File: config.mk
export PLATFORM = sky130hd
export DESIGN_NAME = mult_div_unit
export DESIGN_NICKNAME = d
export VERILOG_FILES = /design/src/rtl/cpu_pkg.sv /design/src/rtl/mdu_divider.sv /design/src/rtl/mult_div_unit.sv
export SDC_FILE = /design/constraint.sdc
export NUM_CORES = 1
export LEC_CHECK = 0
export CORE_ASPECT_RATIO = 1.75
export CORE_MARGIN = 2
export CORE_UTILIZATION = 50
export CTS_CLUSTER_DIAMETER = 150
export DETAILED_ROUTE_END_ITERATION = 16
export GPL_ROUTABILITY_DRIVEN = 0
export PLACE_DENSITY_LB_ADDON = 0.1
export SLEW_MARGIN = 0
export SYNTH_ARGS = -nofsm -noshare
export SYNTH_HDL_FRONTEND = slang
export SYNTH_SLANG_ARGS = --single-unit
File: constraint.sdc
create_clock -name Clock -period 3.85 [get_ports Clock]
set_input_delay 0.5775 -clock Clock [delete_from_list [all_inputs] [get_ports Clock]]
set_output_delay 0.5775 -clock Clock [all_outputs]
set_load 0.01 [all_outputs]
File: src/rtl/cpu_pkg.sv
// Shared CPU definitions used by the multiply/divide unit: default operand
// width, iteration count and the sequencer state encoding.
package cpu_pkg;

  localparam int MDU_WIDTH      = 32;
  localparam int MDU_ITERATIONS = MDU_WIDTH;

  typedef enum logic [1:0] {
    MDU_IDLE = 2'd0,
    MDU_MULT = 2'd1,
    MDU_DIV  = 2'd2,
    MDU_FIX  = 2'd3
  } mdu_state_t;

endpackage

File: src/rtl/mdu_divider.sv
// Restoring divider on unsigned magnitudes: one quotient bit per step, so a
// full divide takes WIDTH steps after the load.
module mdu_divider
  import cpu_pkg::*;
#(
  parameter int WIDTH = MDU_WIDTH
) (
  input  logic             Clock,
  input  logic             Reset,
  input  logic             load,
  input  logic             step,
  input  logic [WIDTH-1:0] dividend,
  input  logic [WIDTH-1:0] divisor,
  output logic [WIDTH-1:0] quotient,
  output logic [WIDTH-1:0] remainder
);

  logic [WIDTH-1:0] rem_q;
  logic [WIDTH-1:0] quo_q;
  logic [WIDTH-1:0] dvs_q;
  logic [WIDTH:0]   trial;
  logic [WIDTH:0]   diff;

  // Partial remainder stays below the divisor, so one extra bit is enough
  // to hold the shifted trial value and the sign of the trial subtraction.
  always_comb begin
    trial = {rem_q, quo_q[WIDTH-1]};
    diff  = trial - {1'b0, dvs_q};
  end

  always_ff @(posedge Clock) begin
    if (Reset) begin
      rem_q <= '0;
      quo_q <= '0;
      dvs_q <= '0;
    end else if (load) begin
      rem_q <= '0;
      quo_q <= dividend;
      dvs_q <= divisor;
    end else if (step) begin
      if (!diff[WIDTH]) begin
        rem_q <= diff[WIDTH-1:0];
        quo_q <= {quo_q[WIDTH-2:0], 1'b1};
      end else begin
        rem_q <= trial[WIDTH-1:0];
        quo_q <= {quo_q[WIDTH-2:0], 1'b0};
      end
    end
  end

  assign quotient  = quo_q;
  assign remainder = rem_q;

endmodule

File: src/rtl/mult_div_unit.sv
// Iterative signed multiply (radix-2 Booth) / divide unit: WIDTH iterations
// followed by a sign-fix cycle that loads HI/LO and pulses Done.
module mult_div_unit
  import cpu_pkg::*;
#(
  parameter int WIDTH = MDU_WIDTH
) (
  input  logic             Clock,
  input  logic             Reset,
  input  logic             Start_Mult,
  input  logic             Start_Div,
  input  logic [WIDTH-1:0] A,
  input  logic [WIDTH-1:0] B,
  output logic [WIDTH-1:0] HI,
  output logic [WIDTH-1:0] LO,
  output logic             Busy,
  output logic             Done,
  output logic             Div_Zero
);

  localparam int CNT_W = $clog2(WIDTH);

  mdu_state_t state, next_state;

  logic [CNT_W-1:0] count;
  logic             count_last;
  logic             accept_mult, accept_div, div_zero_hit;
  logic             mult_step, div_step, finish;

  logic             op_div;
  logic             quo_neg, rem_neg;
  logic [WIDTH-1:0] mcand;
  logic [WIDTH:0]   booth_hi;
  logic [WIDTH-1:0] booth_lo;
  logic             booth_qm1;
  logic [WIDTH:0]   booth_sum;
  logic [WIDTH:0]   mcand_ext;

  logic [WIDTH-1:0] a_mag, b_mag;
  logic [WIDTH-1:0] div_quo, div_rem;
  logic [WIDTH-1:0] quo_fixed, rem_fixed;

  assign count_last = (count == CNT_W'(WIDTH - 1));

  always_ff @(posedge Clock) begin
    if (Reset) state <= MDU_IDLE;
    else       state <= next_state;
  end

  // Only IDLE samples the start strobes; multiply wins a simultaneous request
  // and a zero divisor is rejected without leaving IDLE.
  always_comb begin
    next_state   = state;
    accept_mult  = 1'b0;
    accept_div   = 1'b0;
    div_zero_hit = 1'b0;
    mult_step    = 1'b0;
    div_step     = 1'b0;
    finish       = 1'b0;
    case (state)
      MDU_IDLE: begin
        if (Start_Mult) begin
          accept_mult = 1'b1;
          next_state  = MDU_MULT;
        end else if (Start_Div) begin
          if (B == '0) begin
            div_zero_hit = 1'b1;
          end else begin
            accept_div = 1'b1;
            next_state = MDU_DIV;
          end
        end
      end
      MDU_MULT: begin
        mult_step = 1'b1;
        if (count_last) next_state = MDU_FIX;
      end
      MDU_DIV: begin
        div_step = 1'b1;
        if (count_last) next_state = MDU_FIX;
      end
      MDU_FIX: begin
        finish     = 1'b1;
        next_state = MDU_IDLE;
      end
      default: next_state = MDU_IDLE;
    endcase
  end

  // Booth step: add/subtract the multiplicand into the widened upper half,
  // then arithmetic-shift the whole {upper, lower, q-1} chain right by one.
  always_comb begin
    mcand_ext = {mcand[WIDTH-1], mcand};
    booth_sum = booth_hi;
    case ({booth_lo[0], booth_qm1})
      2'b01:   booth_sum = booth_hi + mcand_ext;
      2'b10:   booth_sum = booth_hi - mcand_ext;
      default: booth_sum = booth_hi;
    endcase
  end

  always_comb begin
    a_mag     = A[WIDTH-1] ? ('0 - A) : A;
    b_mag     = B[WIDTH-1] ? ('0 - B) : B;
    quo_fixed = quo_neg ? ('0 - div_quo) : div_quo;
    rem_fixed = rem_neg ? ('0 - div_rem) : div_rem;
  end

  mdu_divider #(.WIDTH(WIDTH)) u_divider (
    .Clock     (Clock),
    .Reset     (Reset),
    .load      (accept_div),
    .step      (div_step),
    .dividend  (a_mag),
    .divisor   (b_mag),
    .quotient  (div_quo),
    .remainder (div_rem)
  );

  always_ff @(posedge Clock) begin
    if (Reset) begin
      count     <= '0;
      op_div    <= 1'b0;
      quo_neg   <= 1'b0;
      rem_neg   <= 1'b0;
      mcand     <= '0;
      booth_hi  <= '0;
      booth_lo  <= '0;
      booth_qm1 <= 1'b0;
      HI        <= '0;
      LO        <= '0;
      Done      <= 1'b0;
      Div_Zero  <= 1'b0;
    end else begin
      Done     <= finish;
      Div_Zero <= div_zero_hit;
      if (accept_mult || accept_div) begin
        count     <= '0;
        op_div    <= accept_div;
        quo_neg   <= A[WIDTH-1] ^ B[WIDTH-1];
        rem_neg   <= A[WIDTH-1];
        mcand     <= A;
        booth_hi  <= '0;
        booth_lo  <= B;
        booth_qm1 <= 1'b0;
      end else if (mult_step || div_step) begin
        count <= count + 1'b1;
      end
      if (mult_step) begin
        booth_hi  <= {booth_sum[WIDTH], booth_sum[WIDTH:1]};
        booth_lo  <= {booth_sum[0], booth_lo[WIDTH-1:1]};
        booth_qm1 <= booth_lo[0];
      end
      if (finish) begin
        if (op_div) begin
          HI <= rem_fixed;
          LO <= quo_fixed;
        end else begin
          HI <= booth_hi[WIDTH-1:0];
          LO <= booth_lo;
        end
      end
    end
  end

  assign Busy = (state != MDU_IDLE);

endmodule

==> impl_metrics.env <==
export IMPL_synth_edf_count=0
export IMPL_syn_num_nets=2443
export IMPL_drive_gt1_frac=0.127
export IMPL_rsz0062_at_grt="yes"
export IMPL_synth_simple_gate_area_frac=0.188
export IMPL_dr_total_vias=17300
export IMPL_max_freq_mhz=253
export IMPL_min_path_type="flop to flop"
export IMPL_port_buffers=134
export IMPL_grt_max_degree=111
export IMPL_final_period_utilization=1.03
export IMPL_wirelength_um=56900
export IMPL_tightest_slew_ps=1000
export IMPL_internal_power_mw=9.86
export IMPL_seq_power_share=0.232
export IMPL_cts_max_path_buffers=3
export IMPL_drc_errors=0
export IMPL_die_area_um2=36800
export IMPL_reg2reg_slack_ps=-110
export IMPL_yosys_area_top_type="dfxtp_1"
export IMPL_whs_path_depth=2
export IMPL_syn_cell_area_um2=17600
export IMPL_die_y_um=252
export IMPL_numCtsBuffers=27
export IMPL_first_global_vias=16600
export IMPL_area_growth_syn_to_layout_pct=23.9
export IMPL_critPathMaxFanout=3
export IMPL_synth_compound_area_frac=0.227
export IMPL_end_kind="flop"
export IMPL_setup_ws_ps=-106
export IMPL_grt_pass1_wl_um=88400
export IMPL_cts_num_sinks=268
export IMPL_p_comb_frac=0.615
export IMPL_yosysWarningCount=0
export IMPL_dpl_worst_slack_ps=-425
export IMPL_fin_nets=2640
export IMPL_final_max_slew_viol_count=0
export IMPL_chipWidth_um=146
export IMPL_row_count=91
export IMPL_p_leak_nw=8.46
export IMPL_coreArea_um2=35000
export IMPL_synthCells=2297
export IMPL_cts_clk_slew_worst_paths_ps=70
export IMPL_antenna_found_initial=1
export IMPL_avgSynthCellArea_um2=7.67
export IMPL_ys_ff_latch=268
export IMPL_relSlewSlack=0.326
export IMPL_grt_use_total=0.298
export IMPL_cts_max_level=1
export IMPL_postCtsHoldBufs=0
export IMPL_tns_ps=-477
export IMPL_ys_seq_area_frac=0.305
export IMPL_synthXorXnorAreaFrac=0.101
export IMPL_synth_top_family_by_area="compound AO/OA/AOI/OAI gates"
export IMPL_fin_crit_ps=3960
export IMPL_yosys_area_share_adder=0.0563
export IMPL_synth_area_leaders="dfxtp_1 30%, a21oi_1 7.7%, mux2i_1 7.3%"
export IMPL_muxShareOfSynthArea=0.0753
export IMPL_ir_drop_mv=0.553
export IMPL_io_pins=135
export IMPL_synth_flop_cell="dfxtp_1"
export IMPL_status="finished with violations"
export IMPL_path_class="flop to flop"
export IMPL_gr_total_overflow=0
export IMPL_p_clk_frac=0.152
export IMPL_synth_cell_types=69
export IMPL_rr_worst_depth=18
export IMPL_hold_viol=0
export IMPL_switching_share=0.448
export IMPL_cts_tree="yes"
export IMPL_start_kind="flop"
export IMPL_finClkSkew_ps=18.9
export IMPL_violations="negative setup slack"
export IMPL_cp_data_arrival_time_ps=4410
export IMPL_wl_per_cell_um=19.1
export IMPL_power_density_nw_per_um2=819
export IMPL_finalPower_mw=17.9
export IMPL_rr_endpoint="booth_hi[31]$_SDFFE_PP0P_"
export IMPL_antenna_left=0
export IMPL_finalSetupViolCount=8
export IMPL_dpl_hpwl_um=42500
export IMPL_r2r_start="mcand[2]$_SDFFE_PP0P_"
export IMPL_max_cap_violations=0
export IMPL_via_per_inst=5.82
export IMPL_synth_top_area_share=0.305
export IMPL_p_switching_mw=8.00
export IMPL_cts_root_buf="clkbuf_16"
export IMPL_worstSkewPairLatency_ps=560
export IMPL_dr_pass1_iters=5
export IMPL_initial_core_util=0.504
export IMPL_holdPathEnd="u_divider.dvs_q[26]$_SDFFE_PP0P_"
export IMPL_holdCritStartpoint="u_divider.dvs_q[26]$_SDFFE_PP0P_"
export IMPL_crit_required_ps=4300
export IMPL_drt_iter0_markers=1207
export IMPL_synthArstFlopShare=0
[cells in the mapped netlist (9+ instances only)]
library cell,n
xor2_1,83
or4_1,12
ha_1,76
nand2_1,254
buf_1,11
a22oi_1,9
and3_1,12
o31ai_1,42
inv_1,71
dfxtp_1,268
mux2i_1,128
nand3_1,20
clkbuf_1,97
xnor2_1,121
o22ai_1,9
nor3_1,26
or3_1,26
o21ai_0,106
nor4_1,17
o21a_1,17
nand2b_1,20
nor2_1,312
buf_2,30
a21oi_1,271
nor2b_1,16
a21o_1,29
a211oi_1,89
o41ai_1,17
[cells in the final DEF (no fill, tap or decap), types with 9 or more instances in the layout]
| cell | Yosys | layout |
|---|---|---|
| a211oi_1 | 89 | 86 |
| a21o_1 | 29 | 29 |
| a21oi_1 | 271 | 261 |
| a21oi_2 | 0 | 10 |
| a22oi_1 | 9 | 9 |
| and3_1 | 12 | 9 |
| buf_12 | 0 | 11 |
| buf_4 | 1 | 152 |
| buf_6 | 0 | 12 |
| clkbuf_16 | 0 | 28 |
| clkdlybuf4s50_1 | 0 | 133 |
| dfxtp_1 | 268 | 265 |
| ha_1 | 76 | 72 |
| inv_1 | 71 | 71 |
| mux2i_1 | 128 | 128 |
| nand2_1 | 254 | 251 |
| nand2b_1 | 20 | 20 |
| nand3_1 | 20 | 17 |
| nor2_1 | 312 | 301 |
| nor2_2 | 2 | 12 |
| nor2b_1 | 16 | 14 |
| nor3_1 | 26 | 20 |
| nor4_1 | 17 | 15 |
| o21a_1 | 17 | 16 |
| o21ai_0 | 106 | 94 |
| o21ai_1 | 3 | 10 |
| o22ai_1 | 9 | 9 |
| o31ai_1 | 42 | 40 |
| o41ai_1 | 17 | 17 |
| or3_1 | 26 | 23 |
| or4_1 | 12 | 12 |
| xnor2_1 | 121 | 113 |
| xor2_1 | 83 | 83 |
[cell families after synthesis]
| kind of cell | Yosys count |
|---|---|
| AO/OA/AOI/OAI | 649 |
| AND/OR/NAND/NOR | 755 |
| flip-flops | 268 |
| multiplexers | 132 |
| adder cells (fa/ha/maj) | 78 |
| buffers and inverters | 211 |
| XOR/XNOR | 204 |
[how the worst max path moves through the flow]
| stage | start | to | slack [ps] | cells past startpoint |
|---|---|---|---|---|
| 5_1_grt | mcand[2]$_SDFFE_PP0P_ | booth_hi[26]$_SDFFE_PP0P_ | -240 | 20 |
| 4_1_cts | mcand[4]$_SDFFE_PP0P_ | booth_hi[31]$_SDFFE_PP0P_ | -200 | 19 |
| 2_1_floorplan | mcand[2]$_SDFFE_PP0P_ | booth_hi[30]$_SDFFE_PP0P_ | 20 | 20 |
| 3_3_place_gp | mcand[2]$_SDFFE_PP0P_ | booth_hi[31]$_SDFFE_PP0P_ | -270 | 18 |
| 6_report | mcand[2]$_SDFFE_PP0P_ | booth_hi[31]$_SDFFE_PP0P_ | -110 | 18 |
| 3_5_place_dp | mcand[2]$_SDFFE_PP0P_ | booth_hi[31]$_SDFFE_PP0P_ | -420 | 18 |
[cell type report]
cell class,instances,area [µm²]
Antenna cell,1,2.50
Sequential cell,268,5370
Clock buffer,39,782
Inverter,71,267
Fill cell,3155,13100
Timing Repair Buffer,308,2830
Multi-Input combinational cell,1818,11900
Clock inverter,9,104
Tap cell,465,582
[sequential cells by signal (all words and copies together) (netlist names), 5 cells and up]
name / flops
u_divider.quotient: 32
count: 5
LO: 32
booth_hi: 32
HI: 32
booth_lo: 32
u_divider.dvs_q: 32
u_divider.remainder: 32
mcand: 31
[worst max-delay path, stage by stage, from the launching register on]
cell	delay [ps]
dfxtp_2	320
or3_4	390
or3_4	370
nor3_4	150
buf_4	150
buf_6	100
nor2_4	30
xnor2_2	130
ha_1	310
nand4_1	160
nor3_2	200
o31a_1	250
o21ai_4	110
a211oi_4	280
o21ai_2	100
a21o_1	200
and3_1	140
o21a_1	180
mux2_4	290
[power groups by stage]
| stage | Combinational (mW) | Sequential (mW) | Clock, mW |
|---|---|---|---|
| global route | 12.0 | 4.23 | 2.85 |
| finish | 11.0 | 4.14 | 2.72 |
| CTS | 10.7 | 4.12 | 2.75 |
| global placement | 10.2 | 4.16 | 0 |
| floorplan | 7.43 | 3.86 | 0 |
| detailed placement | 10.3 | 4.17 | 0 |
[routing by layer]
metal  vias up  share of wire  track usage  wire length (µm)
li1       8498              -            -                 -
met1      8195           0.40        0.337             22600
met2       481           0.51        0.549             29100
met3       154          0.038       0.0301              2190
met4         0          0.055        0.160              3120
met5         -              0            0                 0
[metrics by stage]
step                      std cells  hold WS, ps   util  area [µm²]
after CTS                      2970          460  0.617       21600
final                          2979          455  0.624       21800
after global routing           2978          492  0.624       21800
after global placement         2906          444  0.581       20300
after detailed placement       2906          450  0.581       20300
after floorplan                2297          432      -       17600
[timing repair]
item,in CTS,in global routing
resized for setup,64,42
buffers inserted,18,9
setup endpoints to repair,13,21
pin swaps,60,51
No activity file was read; power rests on OpenSTA's default activity.
